## src/rtl/axil_pkg.sv

```systemverilog
// Shared constants and helpers for the AXI4-Lite register responder.
package axil_pkg;

    localparam logic [1:0] RESP_OKAY   = 2'b00;
    localparam logic [1:0] RESP_SLVERR = 2'b10;

    localparam logic W_IDLE  = 1'b0;
    localparam logic W_RESP  = 1'b1;

    localparam logic R_IDLE  = 1'b0;
    localparam logic R_VALID = 1'b1;

    // Byte address to 32-bit word index; the two low bits are dropped.
    function automatic int unsigned word_index(input logic [31:0] addr);
        return addr >> 2;
    endfunction

endpackage

```

## src/rtl/axil_reg_array.sv

```systemverilog
// Register storage: NUM_REGS x 32 bits, one byte-strobed write port and two
// combinational read ports (bus read path and core-side observation port).
module axil_reg_array #(
    parameter int unsigned NUM_REGS = 32,
    parameter int unsigned IDX_W    = 5
) (
    input  logic             clk,
    input  logic             reset_n,
    input  logic             we,
    input  logic [IDX_W-1:0] wr_idx,
    input  logic [31:0]      wr_data,
    input  logic [3:0]       wr_strb,
    input  logic [IDX_W-1:0] rd_idx,
    output logic [31:0]      rd_data,
    input  logic [4:0]       core_idx,
    output logic [31:0]      core_data
);

    logic [31:0] mem [NUM_REGS];

    always_ff @(posedge clk or negedge reset_n) begin
        if (!reset_n) begin
            for (int unsigned i = 0; i < NUM_REGS; i++) begin
                mem[i] <= '0;
            end
        end else if (we) begin
            for (int unsigned i = 0; i < NUM_REGS; i++) begin
                if (32'(wr_idx) == i) begin
                    for (int unsigned b = 0; b < 4; b++) begin
                        if (wr_strb[b]) begin
                            mem[i][8*b +: 8] <= wr_data[8*b +: 8];
                        end
                    end
                end
            end
        end
    end

    // Indices outside the implemented range fall through to zero.
    always_comb begin
        rd_data   = '0;
        core_data = '0;
        for (int unsigned i = 0; i < NUM_REGS; i++) begin
            if (32'(rd_idx) == i) begin
                rd_data = mem[i];
            end
            if (32'(core_idx) == i) begin
                core_data = mem[i];
            end
        end
    end

endmodule

```

## src/rtl/axil_reg_slave.sv

```systemverilog
// AXI4-Lite responder over a bank of 32-bit registers with a combinational
// core-side read port. Independent write (AW/W/B) and read (AR/R) FSMs.
module axil_reg_slave
    import axil_pkg::*;
#(
    parameter int unsigned ADDR_W   = 7,
    parameter int unsigned DATA_W   = 32,
    parameter int unsigned NUM_REGS = 32
) (
    input  logic              clk,
    input  logic              reset_n,
    input  logic [ADDR_W-1:0] s_awaddr,
    input  logic              s_awvalid,
    output logic              s_awready,
    input  logic [DATA_W-1:0] s_wdata,
    input  logic [3:0]        s_wstrb,
    input  logic              s_wvalid,
    output logic              s_wready,
    output logic [1:0]        s_bresp,
    output logic              s_bvalid,
    input  logic              s_bready,
    input  logic [ADDR_W-1:0] s_araddr,
    input  logic              s_arvalid,
    output logic              s_arready,
    output logic [DATA_W-1:0] s_rdata,
    output logic [1:0]        s_rresp,
    output logic              s_rvalid,
    input  logic              s_rready,
    input  logic [4:0]        core_rd_addr,
    output logic [DATA_W-1:0] core_rd_data
);

    localparam int unsigned IDX_W = ADDR_W - 2;

    logic              wstate_q;
    logic              aw_held_q;
    logic              w_held_q;
    logic [ADDR_W-1:0] awaddr_q;
    logic [DATA_W-1:0] wdata_q;
    logic [3:0]        wstrb_q;
    logic              bvalid_q;
    logic [1:0]        bresp_q;

    logic              rstate_q;
    logic              rvalid_q;
    logic [1:0]        rresp_q;
    logic [DATA_W-1:0] rdata_q;

    logic              aw_hs;
    logic              w_hs;
    logic              ar_hs;
    logic              commit;
    logic [ADDR_W-1:0] cur_awaddr;
    logic [DATA_W-1:0] cur_wdata;
    logic [3:0]        cur_wstrb;
    int unsigned       wr_word;
    int unsigned       rd_word;
    logic              wr_in_range;
    logic              rd_in_range;
    logic [DATA_W-1:0] arr_rd_data;

    assign s_awready = (wstate_q == W_IDLE) && !aw_held_q;
    assign s_wready  = (wstate_q == W_IDLE) && !w_held_q;
    assign s_arready = (rstate_q == R_IDLE);

    assign aw_hs = s_awvalid && s_awready;
    assign w_hs  = s_wvalid && s_wready;
    assign ar_hs = s_arvalid && s_arready;

    // A beat is usable either from its hold register or from a live handshake.
    assign cur_awaddr = aw_held_q ? awaddr_q : s_awaddr;
    assign cur_wdata  = w_held_q ? wdata_q : s_wdata;
    assign cur_wstrb  = w_held_q ? wstrb_q : s_wstrb;

    assign commit = (wstate_q == W_IDLE) && (aw_held_q || aw_hs) && (w_held_q || w_hs);

    assign wr_word     = word_index(32'(cur_awaddr));
    assign rd_word     = word_index(32'(s_araddr));
    assign wr_in_range = wr_word < NUM_REGS;
    assign rd_in_range = rd_word < NUM_REGS;

    axil_reg_array #(
        .NUM_REGS (NUM_REGS),
        .IDX_W    (IDX_W)
    ) u_reg_array (
        .clk       (clk),
        .reset_n   (reset_n),
        .we        (commit && wr_in_range),
        .wr_idx    (IDX_W'(wr_word)),
        .wr_data   (cur_wdata),
        .wr_strb   (cur_wstrb),
        .rd_idx    (IDX_W'(rd_word)),
        .rd_data   (arr_rd_data),
        .core_idx  (core_rd_addr),
        .core_data (core_rd_data)
    );

    always_ff @(posedge clk or negedge reset_n) begin
        if (!reset_n) begin
            wstate_q  <= W_IDLE;
            aw_held_q <= 1'b0;
            w_held_q  <= 1'b0;
            awaddr_q  <= '0;
            wdata_q   <= '0;
            wstrb_q   <= '0;
            bvalid_q  <= 1'b0;
            bresp_q   <= RESP_OKAY;
        end else if (wstate_q == W_IDLE) begin
            if (commit) begin
                bvalid_q  <= 1'b1;
                bresp_q   <= wr_in_range ? RESP_OKAY : RESP_SLVERR;
                aw_held_q <= 1'b0;
                w_held_q  <= 1'b0;
                wstate_q  <= W_RESP;
            end else begin
                if (aw_hs) begin
                    aw_held_q <= 1'b1;
                    awaddr_q  <= s_awaddr;
                end
                if (w_hs) begin
                    w_held_q <= 1'b1;
                    wdata_q  <= s_wdata;
                    wstrb_q  <= s_wstrb;
                end
            end
        end else if (s_bready) begin
            bvalid_q <= 1'b0;
            wstate_q <= W_IDLE;
        end
    end

    // The array is read before the same-edge write lands, so a colliding
    // read returns the pre-write value.
    always_ff @(posedge clk or negedge reset_n) begin
        if (!reset_n) begin
            rstate_q <= R_IDLE;
            rvalid_q <= 1'b0;
            rresp_q  <= RESP_OKAY;
            rdata_q  <= '0;
        end else if (rstate_q == R_IDLE) begin
            if (ar_hs) begin
                rdata_q  <= rd_in_range ? arr_rd_data : '0;
                rresp_q  <= rd_in_range ? RESP_OKAY : RESP_SLVERR;
                rvalid_q <= 1'b1;
                rstate_q <= R_VALID;
            end
        end else if (s_rready) begin
            rvalid_q <= 1'b0;
            rstate_q <= R_IDLE;
        end
    end

    assign s_bvalid = bvalid_q;
    assign s_bresp  = bresp_q;
    assign s_rvalid = rvalid_q;
    assign s_rresp  = rresp_q;
    assign s_rdata  = rdata_q;

endmodule

```

## config.mk

```make
export PLATFORM = sky130hd
export DESIGN_NAME = axil_reg_slave
export DESIGN_NICKNAME = d
export VERILOG_FILES = /design/src/rtl/axil_pkg.sv /design/src/rtl/axil_reg_array.sv /design/src/rtl/axil_reg_slave.sv
export SDC_FILE = /design/constraint.sdc
export NUM_CORES = 2
export LEC_CHECK = 0
export CORE_ASPECT_RATIO = 0.9
export CORE_UTILIZATION = 40
export DETAILED_ROUTE_END_ITERATION = 12
export HOLD_SLACK_MARGIN = 0.15
export PLACE_DENSITY_LB_ADDON = 0.08
export SYNTH_ARGS = -nofsm -noshare
export SYNTH_HDL_FRONTEND = slang
export SYNTH_SLANG_ARGS = --single-unit
```

## constraint.sdc

```tcl
create_clock -name clk -period 2.3 [get_ports clk]
set_input_delay 0.23 -clock clk [delete_from_list [all_inputs] [get_ports clk]]
set_output_delay 0.23 -clock clk [all_outputs]
set_load 0.02 [all_outputs]
```

Yosys cells after proc, flatten, opt, wreduce, memory -nomap -nowiden

Cells that the tools add are included.

Magnitude comparators: 2
Equality and inequality tests: 95
Muxes and demuxes: 86
Bitwise gates (word level): 3
Reduce and logical (&&, ||, !) cells: 155

Operators by type and width:

| operator                                                               | number |
|---|---|
| 32-bit 2-to-1 mux                                                      | 66 |
| 3-bit AND reduction                                                    | 130 |
| 5-bit equality test (second input constant)                            | 48 |
| 5-bit by 4-bit equality test with 1-bit output (second input constant) | 24 |
| 5-bit by 3-bit equality test with 1-bit output (second input constant) | 12 |
| 5-bit by 2-bit equality test with 1-bit output (second input constant) | 6 |
| 1-bit 2-to-1 mux                                                       | 16 |
| 5-bit by 1-bit equality test with 1-bit output (second input constant) | 3 |
| 5-bit logical NOT                                                      | 3 |
| 5-bit by 6-bit < comparator with 1-bit output (second input constant)  | 2 |
| 2-bit AND reduction                                                    | 6 |
| 1-bit logical AND                                                      | 8 |
| 2-bit nonzero test                                                     | 4 |
| 7-bit 2-to-1 mux                                                       | 1 |
| 2-bit 2-to-1 mux                                                       | 2 |
| 4-bit 2-to-1 mux                                                       | 1 |
| 2-bit inequality test (second input constant)                          | 2 |
| 1-bit inverter                                                         | 3 |
| 1-bit logical NOT                                                      | 2 |
| 1-bit logical OR                                                       | 2 |

Bits in registers: 1109
Bits of input ports: 62
Output and inout port bits: 73
Word-level logic and storage cells: 481

Logic depth before layout (Yosys ltp)

Depth in word-level cells: 34
Depth in mapped cells: 12
Mapped depth without buffers: 7

Hierarchy

From an unflattened synthesis, not the netlist that was laid out.

Cells, all modules: 5719
Area total of the unflattened synthesis: 62668.9 um^2

Modules (own cells, without submodules):

| module         | times used | cells an instance | area an instance (um^2) | sequential area each (um^2) |
|---|---|---|---|---|
| axil_reg_array | 1          | 5486              | 59014.1                 | 25624.6 |
| axil_reg_slave | 1          | 233               | 3654.8                  | 1976.9 |

Worst setup path before layout

OpenSTA, ideal clock, no wires.

Path kind: input-to-output
Start: input port core_rd_addr[2]
End: output port core_rd_data[19]
Data arrival time: 2.247 ns
Required time: 2.070 ns
Setup slack: -0.177 ns
Stages: 9
Buffers on the path: 2
Cell sequence: buf_2 -> or3_4 -> nor2_4 -> buf_2 -> nand2_1 -> a221oi_1 -> nor4_1 -> o31ai_1 -> nor3b_1

Cells in the longest elaborated chain, start to end: 33
Elaborated cells on any way between the ends: 64
Those cells by class: eq/ne: 31; mux: 32; reduce/logical: 1

RTL lines:

| item                            | line                 | text |
|---|---|---|
| from (decl)                     | axil_reg_slave.sv:29 | `input logic [4:0] core_rd_addr,` |
| 5-bit logical NOT               | axil_reg_array.sv:47 | `if (32'(core_idx) == i) begin` |
| 32-bit 2-to-1 mux (31 in a row) | axil_reg_array.sv:47 |  |
| 32-bit 2-to-1 mux *             | axil_reg_array.sv:47 |  |
| to (decl)                       | axil_reg_slave.sv:30 | `output logic [DATA_W-1:0] core_rd_data` |

Every way passes the cells marked *; elsewhere a longest branch is shown, timed or not.

Final worst setup path

Start: register u_reg_array.mem[310] in the netlist's numbering
End: output port core_rd_data[22]

Cells in the longest elaborated chain, start to end: 10

RTL lines:

| item                              | line                 | text |
|---|---|---|
| from (decl)                       | axil_reg_array.sv:19 | `logic [31:0] mem [NUM_REGS];` |
| from (signal, indexed assignment) | axil_reg_array.sv:31 | `mem[i][8*b +: 8] <= wr_data[8*b +: 8];` |
| 32-bit 2-to-1 mux (10 in a row)   | axil_reg_array.sv:47 |  |

No other way between the ends.

==> results.sh <==
export IMPL_timing_max_transition_violations_final=0
export IMPL_global_route_wire_length_before_repair_mm=506.3
export IMPL_grt_pass1_vias=63050
export IMPL_critical_path_top_cell_by_count="buf_4"
export IMPL_dp_final_hpwl_mm=289.3
export IMPL_yosys_cell_types_count=97
export IMPL_critPathMaxFanout=2
export IMPL_fin_nets=8382
export IMPL_timing_critical_path_slowest_cell_delay_ns=0.42
export IMPL_fin_total_pwr_mw=89.45
export IMPL_drt_iter0_markers=11200
export IMPL_postSynth_asyncResetShare_pct=100.0
export IMPL_gr_total_overflow=0
export IMPL_place_area_sq_um=75960
export IMPL_most_common_layout_cells="1597 x buf_4, 1077 x dfrtp_1, 1068 x nand2_1"
export IMPL_top_family_by_delay_on_critical_path="compound AO/OA/AOI/OAI gates"
export IMPL_detail_route_wl_per_cell_um=35.94
export IMPL_die_area_sq_um=146400
export IMPL_die_width_um=403.3
export IMPL_sequential_cell_area_sq_um=27640
export IMPL_via_count=67650
export IMPL_layout_commonest_cell="buf_4"
export IMPL_synth_edff_count=0
export IMPL_layout_cell_area_non_filler_sq_um=83690
export IMPL_placement_rows=132
export IMPL_max_freq_mhz=298.1
export IMPL_initial_antenna_violation_count=20
export IMPL_hold_class="in2reg"
export IMPL_failed_checks="setup timing"
export IMPL_boundaryPins=135
export IMPL_gr_usage_all_layers_pct=49.87
export IMPL_worst_path_max_delay_cell="dfrtp_1"
export IMPL_via_per_inst=6.511
export IMPL_ys_flop_type="dfrtp_1"
export IMPL_port_buffers=126
export IMPL_yosysWarningCount=0
export IMPL_start_util_pct=40.30
export IMPL_outcome="finished, violations left"
export IMPL_drive_gt1_share_pct=31.19
export IMPL_syn_to_final_growth_pct=44.37
export IMPL_place_congestion=1.125
export IMPL_die_y_um=363.1
export IMPL_p_leak_nw=37.57
export IMPL_largest_net_degree_at_the_start_of_global_routing=104
export IMPL_core_region_area_sq_um=143900
export IMPL_clock_path_buffers=3
export IMPL_clk_transition_reported_paths_ns=0.06
export IMPL_detailedPlace_worstSlack_ns=-1.785
export IMPL_endpoint_kind="primary output"
export IMPL_average_instance_area_after_synthesis_sq_um=8.625
export IMPL_worst_max_slew_pin_slew_ns=0.9417
export IMPL_yosysSeqAreaShare_pct=47.62
export IMPL_cp_data_required_time_ns=2.07
export IMPL_clkLatencyLatePin_ns=0.81
export IMPL_timing_worst_setup_path_type="reg2out"
export IMPL_drtAntennaViolNets=0
export IMPL_detail_route_wirelength_mm=373.4
export IMPL_max_slew_margin_pct=36.99
export IMPL_cts_inserted_buffers=131
export IMPL_postLayoutSetupSlackWorst_ns=-1.054
export IMPL_netlist_instances=6721
export IMPL_cp_start_kind="flop"
export IMPL_worstPathArrival_ns=3.12
export IMPL_drt_drc_violations_left=0
export IMPL_maximum_ir_drop_on_the_vdd_rail_mv=1.379
export IMPL_tritoncts="yes"
export IMPL_timing_clock_skew_ns=0.03802
export IMPL_num_clock_sinks=1103
export IMPL_cts_root_buffer="clkbuf_16"
export IMPL_number_of_fill_cells=13100
export IMPL_synth_area_sq_um=57970
export IMPL_synth_ff_latch_count=1103
export IMPL_finalSetupViolCount=40
export IMPL_cts_htree_levels=4
export IMPL_power_density_nw_per_um2=1069
export IMPL_cp_cell_sequence="nor2b_1 > buf_4 > o21ai_0 > buf_4 > a2111oi_4 > nand3_1 > nor3_4 > o32a_1 > buf_6"
export IMPL_hold_violations=0
export IMPL_multi_input_comb_area_sq_um=30320
export IMPL_crit_buf_inv=3
export IMPL_grt_setup_unrepaired="true"
export IMPL_final_min_period_over_clock_period_pct=145.8
export IMPL_finalCoreUtilization_pct=58.18
export IMPL_drt_first_pass_iters=9
export IMPL_total_of_max_cap_violations=0
export IMPL_finalCriticalPeriod_ns=3.354
[report_power, final]
part / switching, mW / internal, mW / leakage, nW
combinational: 17.5 / 13.4 / 20.5
sequential: 8.89 / 27.1 / 14.8
clock: 9.34 / 13.2 / 2.23
[area by class of cell]
| class | count | area share (%) |
|---|---|---|
| Timing Repair Buffer | 2029 | 22.20 |
| Multi-Input combinational cell | 5025 | 36.24 |
| Inverter | 30 | 0.1390 |
| Clock buffer | 184 | 4.571 |
| Antenna cell | 22 | 0.06578 |
| Sequential cell | 1103 | 33.02 |
| Clock inverter | 54 | 0.8627 |
| Tap cell | 1943 | 2.905 |
[cell usage after synthesis, types with 29 or more instances]
cell type,instances,share of area (%)
dfrtp_1,1103,48
nand2_1,1085,7.0
o21ai_0,1010,8.7
a21oi_1,664,5.7
nor2_1,659,4.3
clkbuf_1,349,2.3
o22ai_1,206,2.2
buf_2,164,1.4
a22oi_1,141,1.8
mux2i_1,135,2.3
nor3_1,94,0.81
o221ai_1,85,1.3
mux2_2,82,1.6
a221oi_1,81,1.2
a211oi_1,58,0.75
nand3_1,56,0.48
a31oi_1,49,0.53
o211ai_1,37,0.48
a222oi_1,35,0.60
a22o_1,35,0.53
buf_4,35,0.45
nor2b_1,32,0.35
nor4_1,29,0.31
[worst paths after layout]
check / start / end / slack [ns] / cells after the start
hold / removal: s_wdata[16] / wdata_q[16] / 0.17 / 2
hold reg to reg: u_reg_array.mem[586] / u_reg_array.mem[586] / 0.48 / 2
setup reg to reg: u_reg_array.mem[1007] / s_rdata[15] / -0.08 / 10
min in group asynchronous: reset_n / u_reg_array.mem[928] / 0.32 / 3
max in group asynchronous: reset_n / u_reg_array.mem[391] / 0.66 / 3
setup / recovery: u_reg_array.mem[310] / core_rd_data[22] / -1.05 / 9
[registers in the layout, indices dropped and copies added (netlist names), 4 cells and up]
| signal | count |
|---|---|
| wstrb_q | 4 |
| wdata_q | 32 |
| u_reg_array.mem | 1024 |
| s_rdata | 32 |
| awaddr_q | 5 |
[repair_timing]
action                     4_1_cts  5_1_grt
setup endpoints to repair      124      637
hold buffers                    37        0
buffers inserted                34       19
cloned                           2        3
resized for setup              469      194
hold endpoints to repair      1077        0
pin swaps                      152      127
[cell families (layout without fill, tap and decap cells)]
family	after synthesis	count (layout)	synth area share, %
simple gates	2116	2116	15.33
other cells	1	26	0.006469
mux	241	241	4.837
flops	1103	1103	47.62
compound gates	2663	2663	27.73
xor+xnor	1	1	0.01511
buf+inv	596	2297	4.466
[stage by stage]
| step | TNS [ns] | hold slack (ns) | std cells |
|---|---|---|---|
| finish | -23.18 | 0.1723 | 10390 |
| global route | -23.13 | 0.1776 | 10370 |
| CTS | -23.03 | 0.1505 | 10350 |
| detailed placement | -135.90 | 0.2383 | 10060 |
| global placement | -118.36 | 0.2357 | 10060 |
| floorplan | 0 | -0.06559 | 6724 |
[worst reg2reg max path: stages (launching register included)]
cell      delay, ns
dfrtp_2        0.48
buf_4          0.16
mux4_2         0.45
nand2_1        0.08
o211ai_1       0.10
a31oi_1        0.19
buf_4          0.18
nor3_4         0.06
o41ai_2        0.25
buf_4          0.20
o221ai_2       0.08
[metal layers]
metal | part of all wire, % | wire [um] | vias to the layer above | global-route usage [%]
li1 | - | - | 27770 | -
met1 | 39 | 145000 | 33280 | 66.44
met2 | 39 | 144700 | 5471 | 67.06
met3 | 16 | 58650 | 1109 | 21.86
met4 | 6.7 | 24880 | 28 | 27.32
met5 | 0.048 | 178 | - | 0
Note: power is estimated with default switching activity, not from simulation.
